### src/rtl/ps2_key_ctrl.sv
// ---------------------------------------------------------------------------
// ps2_key_ctrl
//
// Pulls bytes from a PS/2 receiver FIFO one at a time and assembles them into
// key events. E0 and F0 prefixes are folded into the event. A single-entry
// valid/ready output register holds each event until it is taken.
//
// Optional feature: define PS2_TYPEMATIC_FILTER_EN to drop auto-repeated
// makes. A make that matches the last accepted make is suppressed, and the
// matching break re-arms the filter.
//
// Parameters
//   CNT_W       width of the make-event counter (press_cnt)
//
// Ports
//   clk         single clock; all state changes on the rising edge
//   rest        asynchronous active-high reset
//   ready       receiver FIFO non-empty
//   data        receiver FIFO head byte
//   overflow    receiver FIFO overflow flag (sets err)
//   nextdata_n  active-low pop strobe, low for exactly one cycle per byte
//   evt_valid   key event available
//   evt_ready   consumer accepts the event this cycle
//   evt_code    scancode of the event
//   evt_ext     event carried an E0 prefix
//   evt_brk     event is a release (carried an F0 prefix)
//   press_cnt   number of emitted make events (wraps)
//   shift_held  left (0x12) or right (0x59) shift currently down
//   err         sticky error flag
//   err_clr     synchronous clear of err (a set in the same cycle wins)
// ---------------------------------------------------------------------------
module ps2_key_ctrl #(
    parameter int CNT_W = 8
) (
    input  logic             clk,
    input  logic             rest,
    input  logic             ready,
    input  logic [7:0]       data,
    input  logic             overflow,
    output logic             nextdata_n,
    output logic             evt_valid,
    input  logic             evt_ready,
    output logic [7:0]       evt_code,
    output logic             evt_ext,
    output logic             evt_brk,
    output logic [CNT_W-1:0] press_cnt,
    output logic             shift_held,
    output logic             err,
    input  logic             err_clr
);

    localparam logic [7:0] B_EXT   = 8'hE0;
    localparam logic [7:0] B_BRK   = 8'hF0;
    localparam logic [7:0] B_PAUSE = 8'hE1;
    localparam logic [7:0] K_LSHFT = 8'h12;
    localparam logic [7:0] K_RSHFT = 8'h59;

    typedef enum logic [1:0] {
        S_IDLE,
        S_POP,
        S_DEC
    } state_t;

    state_t     state_q, state_d;
    logic       take;
    logic [7:0] byte_q;

    // prefix flags carried between bytes of one scancode sequence
    logic       ext_q, ext_d;
    logic       brk_q, brk_d;

    logic       dec_now;
    logic       proto_err;
    logic       cand;       // byte is a key code (not a prefix or an error)
    logic       emit;       // key code survives the filter and becomes an event

    logic       lshift_q, rshift_q;

    // ------------------------------------------------------------------
    // Sequencer
    // ------------------------------------------------------------------
    // A new byte is only taken once the output register is free or is
    // being drained this cycle, so an event is never overwritten.
    always_comb begin
        state_d = state_q;
        take    = 1'b0;
        case (state_q)
            S_IDLE: begin
                if (ready && (!evt_valid || evt_ready)) begin
                    state_d = S_POP;
                    take    = 1'b1;
                end
            end
            S_POP:   state_d = S_DEC;
            S_DEC:   state_d = S_IDLE;
            default: state_d = S_IDLE;
        endcase
    end

    // The pop strobe is registered from the next state. This keeps it free
    // of glitches and makes it line up exactly with the POP state.
    always_ff @(posedge clk or posedge rest) begin
        if (rest) begin
            state_q    <= S_IDLE;
            nextdata_n <= 1'b1;
            byte_q     <= 8'h00;
        end else begin
            state_q    <= state_d;
            nextdata_n <= (state_d != S_POP);
            if (take)
                byte_q <= data;
        end
    end

    // ------------------------------------------------------------------
    // Byte decode
    // ------------------------------------------------------------------
    // The byte is latched when the FSM enters POP. Its decode is committed
    // on the edge that leaves POP, so the resulting event is already visible
    // during DEC. That gives ready seen in N, pop in N+1 and event in N+2.
    // DEC then gives the receiver one cycle to advance its head before IDLE
    // looks at ready again.
    assign dec_now = (state_q == S_POP);

    always_comb begin
        ext_d     = ext_q;
        brk_d     = brk_q;
        proto_err = 1'b0;
        cand      = 1'b0;
        if (dec_now) begin
            if (byte_q == B_PAUSE) begin
                // Pause/Break sequences are not supported; drop the byte and resync
                proto_err = 1'b1;
                ext_d     = 1'b0;
                brk_d     = 1'b0;
            end else if (byte_q == B_EXT) begin
                if (brk_q) begin
                    // F0 E0 is illegal; E0 must come before F0
                    proto_err = 1'b1;
                    ext_d     = 1'b0;
                    brk_d     = 1'b0;
                end else begin
                    ext_d = 1'b1;
                end
            end else if (byte_q == B_BRK) begin
                brk_d = 1'b1;   // ext is kept so that E0 F0 xx works
            end else begin
                cand  = 1'b1;
                ext_d = 1'b0;
                brk_d = 1'b0;
            end
        end
    end

    // ------------------------------------------------------------------
    // Typematic filter
    // ------------------------------------------------------------------
`ifdef PS2_TYPEMATIC_FILTER_EN
    logic       flt_vld_q;
    logic [8:0] flt_key_q;
    logic       flt_match;

    assign flt_match = flt_vld_q && (flt_key_q == {ext_q, byte_q});

    // Only makes are suppressed. Breaks always pass through.
    always_comb begin
        emit = cand && !(flt_match && !brk_q);
    end

    // The valid bit stops a code 00 make right after reset from being
    // treated as a repeat of the cleared register.
    always_ff @(posedge clk or posedge rest) begin
        if (rest) begin
            flt_vld_q <= 1'b0;
            flt_key_q <= 9'h000;
        end else if (cand) begin
            if (brk_q) begin
                if (flt_match)
                    flt_vld_q <= 1'b0;
            end else if (!flt_match) begin
                flt_vld_q <= 1'b1;
                flt_key_q <= {ext_q, byte_q};
            end
        end
    end
`else
    // Every make is emitted, auto-repeats included.
    always_comb begin
        emit = cand;
    end
`endif

    // ------------------------------------------------------------------
    // Event register, prefix flags, counters and status
    // ------------------------------------------------------------------
    // No event can be loaded while one is pending, because IDLE only pops
    // once the register is free. Load and drain therefore never collide.
    // Load still has priority, for robustness.
    always_ff @(posedge clk or posedge rest) begin
        if (rest) begin
            evt_valid <= 1'b0;
            evt_code  <= 8'h00;
            evt_ext   <= 1'b0;
            evt_brk   <= 1'b0;
            ext_q     <= 1'b0;
            brk_q     <= 1'b0;
        end else begin
            ext_q <= ext_d;
            brk_q <= brk_d;
            if (emit) begin
                evt_valid <= 1'b1;
                evt_code  <= byte_q;
                evt_ext   <= ext_q;
                evt_brk   <= brk_q;
            end else if (evt_ready) begin
                evt_valid <= 1'b0;
            end
        end
    end

    always_ff @(posedge clk or posedge rest) begin
        if (rest)
            press_cnt <= '0;
        else if (emit && !brk_q)
            press_cnt <= press_cnt + CNT_W'(1);
    end

    // Only the non-extended shift codes count as shift keys. The E0-prefixed
    // 12/59 sequences are fake shifts that some keyboards send.
    always_ff @(posedge clk or posedge rest) begin
        if (rest) begin
            lshift_q <= 1'b0;
            rshift_q <= 1'b0;
        end else if (emit && !ext_q) begin
            if (byte_q == K_LSHFT)
                lshift_q <= !brk_q;
            if (byte_q == K_RSHFT)
                rshift_q <= !brk_q;
        end
    end

    assign shift_held = lshift_q | rshift_q;

    always_ff @(posedge clk or posedge rest) begin
        if (rest)
            err <= 1'b0;
        else if (overflow || proto_err)
            err <= 1'b1;
        else if (err_clr)
            err <= 1'b0;
    end

endmodule
### config.mk
export PLATFORM = sky130hd
export DESIGN_NAME = ps2_key_ctrl
export DESIGN_NICKNAME = d
export VERILOG_FILES = /design/src/rtl/ps2_key_ctrl.sv
export SDC_FILE = /design/constraint.sdc
export NUM_CORES = 1
export LEC_CHECK = 0
export ABC_AREA = 1
export BUFFER_PORTS_ARGS = -buffer_cell sky130_fd_sc_hd__buf_2
export CELL_PAD_IN_SITES_DETAIL_PLACEMENT = 0
export CELL_PAD_IN_SITES_GLOBAL_PLACEMENT = 2
export CORE_MARGIN = 4
export CORE_UTILIZATION = 32
export DETAILED_ROUTE_END_ITERATION = 7
export PLACE_DENSITY_LB_ADDON = 0.1
export SKIP_CTS_REPAIR_TIMING = 1
export SLEW_MARGIN = 20
export SYNTH_ARGS = -nofsm -noshare
export SYNTH_HDL_FRONTEND = slang
export SYNTH_SLANG_ARGS = --single-unit
export TNS_END_PERCENT = 30
### constraint.sdc
create_clock -name clk -period 1.8 [get_ports clk]
set_input_delay 0.27 -clock clk [delete_from_list [all_inputs] [get_ports clk]]
set_output_delay 0.27 -clock clk [all_outputs]
set_load 0.05 [all_outputs]
* Word-level counts from Yosys, hierarchy flattened
Index checks and enable logic that the tools add are counted.
Word-level totals: logic and storage cells 60, bits in latches 0, flip-flop bits (word level) 35, ROM bits 0, bits of input ports 14, memories 0, output and inout port bits 22, memory bits (writable) 0
Cells by class: order comparisons 0, multiplexer cells 23, add/subtract/negate cells 1, bitwise operators 1, multiply operators 0, shift-type cells 0, reduce and logical (&&, ||, !) cells 14, div/mod/pow operators 0, eq/ne operators 8
Operator list (number):
- equality test 8 bit (second input constant) | 3
- 2-to-1 mux 1 bit | 21
- adder 8 x 1 -> 8 bit (second input constant) | 1
- equality test 8 x 5 -> 1 bit (second input constant) | 1
- equality test 8 x 7 -> 1 bit (second input constant) | 1
- AND reduction 2 bit | 3
- one-hot mux 2 bit (2 select lines) | 1
- nonzero test 2 bit | 2
- logical AND 1 bit | 3
- zero test 1 bit | 3
- != test 3 bit (second input constant) | 1
- equality test 2 x 1 -> 1 bit (second input constant) | 1
- zero test 2 bit | 1
- logical OR 1 bit | 2
- 2-to-1 mux 2 bit | 1
- != test 2 x 1 -> 1 bit (second input constant) | 1
- bitwise OR 1 bit | 1

* Longest topological paths before layout
depth after elaboration 7, mapped depth 10, mapped depth without buffers 10

* Worst setup path before layout
No wires, ideal clock.
kind register to register, from register press_cnt[0], to register press_cnt[6], setup slack 0.268 ns, clock period less this slack 1.532 ns, setup time 0.122 ns, data arrival time 1.410 ns, stages on the path, launching flop included 6, path through dfrtp_1 > ha_1 > nand3_1 > nor2_1 > xnor2_1 > o21ai_2
Between the ends: cells in the longest elaborated chain, start to end 1
Ends and longest elaborated chain:
- from (decl) | RTL line 46 | output logic [CNT_W-1:0] press_cnt,
- from (signal assigned) | RTL line 225 | press_cnt <= press_cnt + CNT_W'(1);
- adder 8 x 1 -> 8 bit | RTL line 225
No other way between the ends. A chain may end at the register's enable or synchronous reset.

* Worst setup path after layout
from register byte_q[2], to register press_cnt[0]
Between the ends: cells in the longest elaborated chain, start to end 6, elaborated cells between the ends (all ways) 8, those cells by class eq/ne (3); mux (4); reduce/logical (1)
Ends and longest elaborated chain:
- from (decl) | RTL line 66 | logic [7:0] byte_q;
- from (signal assigned) | RTL line 111 | byte_q <= data;
- equality test 8 bit | RTL line 145 | end else if (byte_q == B_BRK) begin
- 2-to-1 mux 1 bit | RTL line 145
- 2-to-1 mux 1 bit | RTL line 136 | end else if (byte_q == B_EXT) begin
- 2-to-1 mux 1 bit * | RTL line 131 | if (byte_q == B_PAUSE) begin
- 2-to-1 mux 1 bit * | RTL line 130 | if (dec_now) begin
- logical AND 1 bit * | RTL line 224 | else if (emit && !brk_q)
Every way passes the cells marked *; elsewhere a longest branch is shown, timed or not.

==> results.rst <==
.. list-table::
   :header-rows: 1

   * - Metric
     - Value
   * - Status
     - finished, final reports clean
   * - Global-route wire length before repair
     - 6040 um
   * - Commonest cells after routing, fill and taps aside
     - 44 x nand2_1, 35 x buf_2, 34 x dfrtp_1
   * - Sequential cell fraction of total power
     - 36.1%
   * - Vias in the first global route
     - 1,290
   * - Initial Utilization
     - 32.9%
   * - Net switching component of the power
     - 1.64 mW
   * - Worst setup path end
     - press_cnt[0]
   * - Number of instances in the synthesized netlist
     - 183
   * - Period utilisation layout
     - 80.5%
   * - Worst EP required
     - 1980 ps
   * - Portion of the post-synthesis area used by sequential elements
     - 52.3%
   * - Relative slew slack
     - 69.3%
   * - Number of buffers inserted during clock tree synthesis
     - 5
   * - Clock group share of total power
     - 18.1%
   * - Async set-or-reset flop fraction in the synthesized netlist
     - 100%
   * - Antenna violations before repair
     - 0
   * - CTS max path bufs
     - 2
   * - Kind of end point of the critical path
     - register
   * - Number of hold-slack violations in the final timing report
     - 0
   * - Cell count of the worst reg-to-reg path
     - 10
   * - Delay contributed by the slowest stage of the critical path
     - 380 ps
   * - Internal reg-to-reg setup slack
     - 350 ps
   * - Width of the die
     - 80.4 um
   * - Lkg Pwr
     - 1.04 nW
   * - Synthesized area divided by synthesized cell count
     - 9.17 um^2
   * - Combinational share of power
     - 45.8%
   * - Worst Setup SP
     - byte_q[2]
   * - Critical Path Slowest Stage Cell
     - dfrtp_1
   * - Critical R2R Capture
     - press_cnt[0]
   * - CP max FO
     - 11
   * - Fmax
     - 690 MHz
   * - DRC marker count from the first detailed-route iteration
     - 59
   * - Drt total wl
     - 3410 um
   * - Pin count of the biggest net entering global routing
     - 36
   * - Number of H-tree branching levels
     - 2
   * - Cell type group with the largest total delay on the critical path
     - simple AND/OR/NAND/NOR gates
   * - Main flop type after synthesis
     - dfrtp_1
   * - RSZ-0062 raised after global routing
     - false
   * - Max cap viols
     - 0
   * - Int Power
     - 1.80 mW
   * - Measured slew at the worst slew-check pin
     - 461 ps
   * - Total number of placement rows
     - 26
   * - Clock tree from TritonCTS
     - built
   * - All-Layer GR Usage
     - 12.3%
   * - Clock Tree Root
     - clkbuf_8
   * - Sink Count
     - 35
   * - RD Place Congestion
     - 0.775
   * - Number of synthesized register bits
     - 35
   * - FF-to-FF Start
     - byte_q[2]
   * - Area of the die
     - 6470 um^2
   * - Ant diodes
     - 0
   * - Share of total power consumed by net switching
     - 47.6%
   * - Crit path time final
     - 1450 ps
   * - Leading cell type in the layout, fill and taps excluded
     - nand2_1
   * - GRT overflow
     - 0
   * - Detail-routed via count per cell
     - 4.30
   * - Count of final setup violators
     - 0
   * - Clock transition at the register clock pins on the worst setup and hold paths after CTS
     - 70 ps
   * - Sum of net half-perimeters after detailed placement
     - 2480 um
   * - Crit. path cell count
     - 10
   * - Post-route antenna net violation count
     - 0
   * - Power per cell area
     - 1700 nW/um^2
   * - Initial DRT Pass Iterations
     - 4
   * - Number of buffer and inverter stages on the critical path
     - 2
   * - Total I/O pin count
     - 36
   * - Crit path launch type
     - register
   * - Remaining routing DRC violations
     - 0
   * - Fraction of layout instances using a drive strength above 1
     - 37.1%
   * - Worst-case setup margin in the final layout
     - 350 ps
   * - Clock latency on the worst-skew pair
     - 280 ps
   * - Detail-routed net length per standard cell
     - 11.6 um
   * - Post-Syn Area
     - 1680 um^2
   * - # nets final
     - 238
   * - Type of the tightest min-delay check
     - input pin to async pin
   * - Warnings, synthesis
     - 0
   * - Die boundary height
     - 80.4 um
   * - Area grow syn2layout
     - 20.4%
   * - Port buffer count
     - 35
   * - List of cells traversed by the critical path
     - inv_1 -> nand2_1 -> nor2_2 -> nand2_4 -> nand2_4 -> nor2_4 -> nand2_4 -> inv_2 -> nand2_1 -> nand2_1
   * - CORE AREA
     - 5110 um^2
   * - Worst voltage drop across the vdd grid
     - 0.739 mV
   * - Power after layout
     - 3.44 mW
   * - Crit path DAT
     - 1630 ps
   * - Placement-stage worst setup slack
     - 348 ps
   * - Summed negative setup slack over all endpoints
     - 0 ps
   * - Number of enable flip-flop cells after synthesis
     - 0
   * - Final number of max-transition violations
     - 0
   * - Path type of the worst setup path
     - register to register
   * - Mapped Nets
     - 198
   * - Vias
     - 1,265
   * - Setup Skew
     - 7.31 ps
   * - Number of unique standard cell types used by synthesis
     - 23
[worst reg2reg max path: stages, from the launching register on]
cell and delay, ps:
dfrtp_1 380, inv_1 140, nand2_1 80, nor2_2 130
nand2_4 70, nand2_4 90, nor2_4 50, nand2_4 170
inv_2 110, nand2_1 70, nand2_1 50
[per-layer routing]
layer | vias to the layer above | wire length (um) | global-route usage (%)
li1 | 650 | - | -
met1 | 582 | 1760 | 16.7
met2 | 26 | 1420 | 18.0
met3 | 7 | 168 | 3.92
met4 | 0 | 64 | 4.56
met5 | - | 0 | 0
[cell usage after synthesis (all sizes together), types with 2 or more instances]
| cell type | number | area [um^2] |
|---|---|---|
| xnor2 | 5 | 43.8 |
| nand3 | 7 | 35.0 |
| nand4 | 6 | 37.5 |
| buf | 3 | 27.5 |
| nand2 | 59 | 279 |
| o21ai | 21 | 146 |
| nor2 | 16 | 92.6 |
| dfrtp | 34 | 851 |
| a21oi | 2 | 10.0 |
| inv | 25 | 93.8 |
[power by group through the flow]
stage / Combinational (mW) / Clock [mW] / Sequential [mW]
2_1_floorplan: 0.800 / 0 / 1.73
3_3_place_gp: 1.59 / 0 / 1.26
3_5_place_dp: 1.60 / 0 / 1.26
4_1_cts: 1.60 / 0.650 / 1.25
5_1_grt: 1.74 / 0.681 / 1.29
6_report: 1.58 / 0.624 / 1.24
[worst min-delay path by stage]
| stage | endpoint | slack [ps] | depth (start not counted) |
|---|---|---|---|
| final | press_cnt[1] | 80 | 3 |
| after global placement | evt_code[0] | 400 | 3 |
| after global routing | press_cnt[0] | 110 | 3 |
| after CTS | press_cnt[0] | 90 | 3 |
| after floorplan | err | 370 | 2 |
| after detailed placement | press_cnt[0] | 410 | 3 |
[final cells by class]
cell class / instances / area [um^2]
Multi-Input combinational cell: 120 / 679
Clock buffer: 8 / 100
Tap cell: 70 / 87.6
Sequential cell: 35 / 877
Timing Repair Buffer: 36 / 183
Fill cell: 547 / 3090
Inverter: 25 / 93.8
[registers in the layout (all words and copies together) (netlist names)]
signal	count
evt_ext	1
evt_code	8
byte_q	8
evt_valid	1
err	1
brk_q	1
nextdata_n	1
evt_brk	1
state_q	2
rshift_q	1
ext_q	1
lshift_q	1
press_cnt	8
[cell families after synthesis]
group           after synthesis  synth area share [%]
compound gates               23                  9.32
xor+xnor                      6                  3.13
fa+ha+maj                     1                 0.746
buf+inv                      28                  7.23
flops                        35                  52.3
simple gates                 90                  27.3
[metrics by stage]
step / instances / utilization (%) / instance area [um^2] / hold slack (ps)
after floorplan: 183 / - / 1680 / 372
after global placement: 286 / 37.6 / 1920 / 397
after detailed placement: 286 / 37.6 / 1920 / 406
after CTS: 294 / 39.6 / 2020 / 86.1
after global routing: 294 / 39.6 / 2020 / 115
final: 294 / 39.6 / 2020 / 82.9
(Power assumes the default switching activity.)
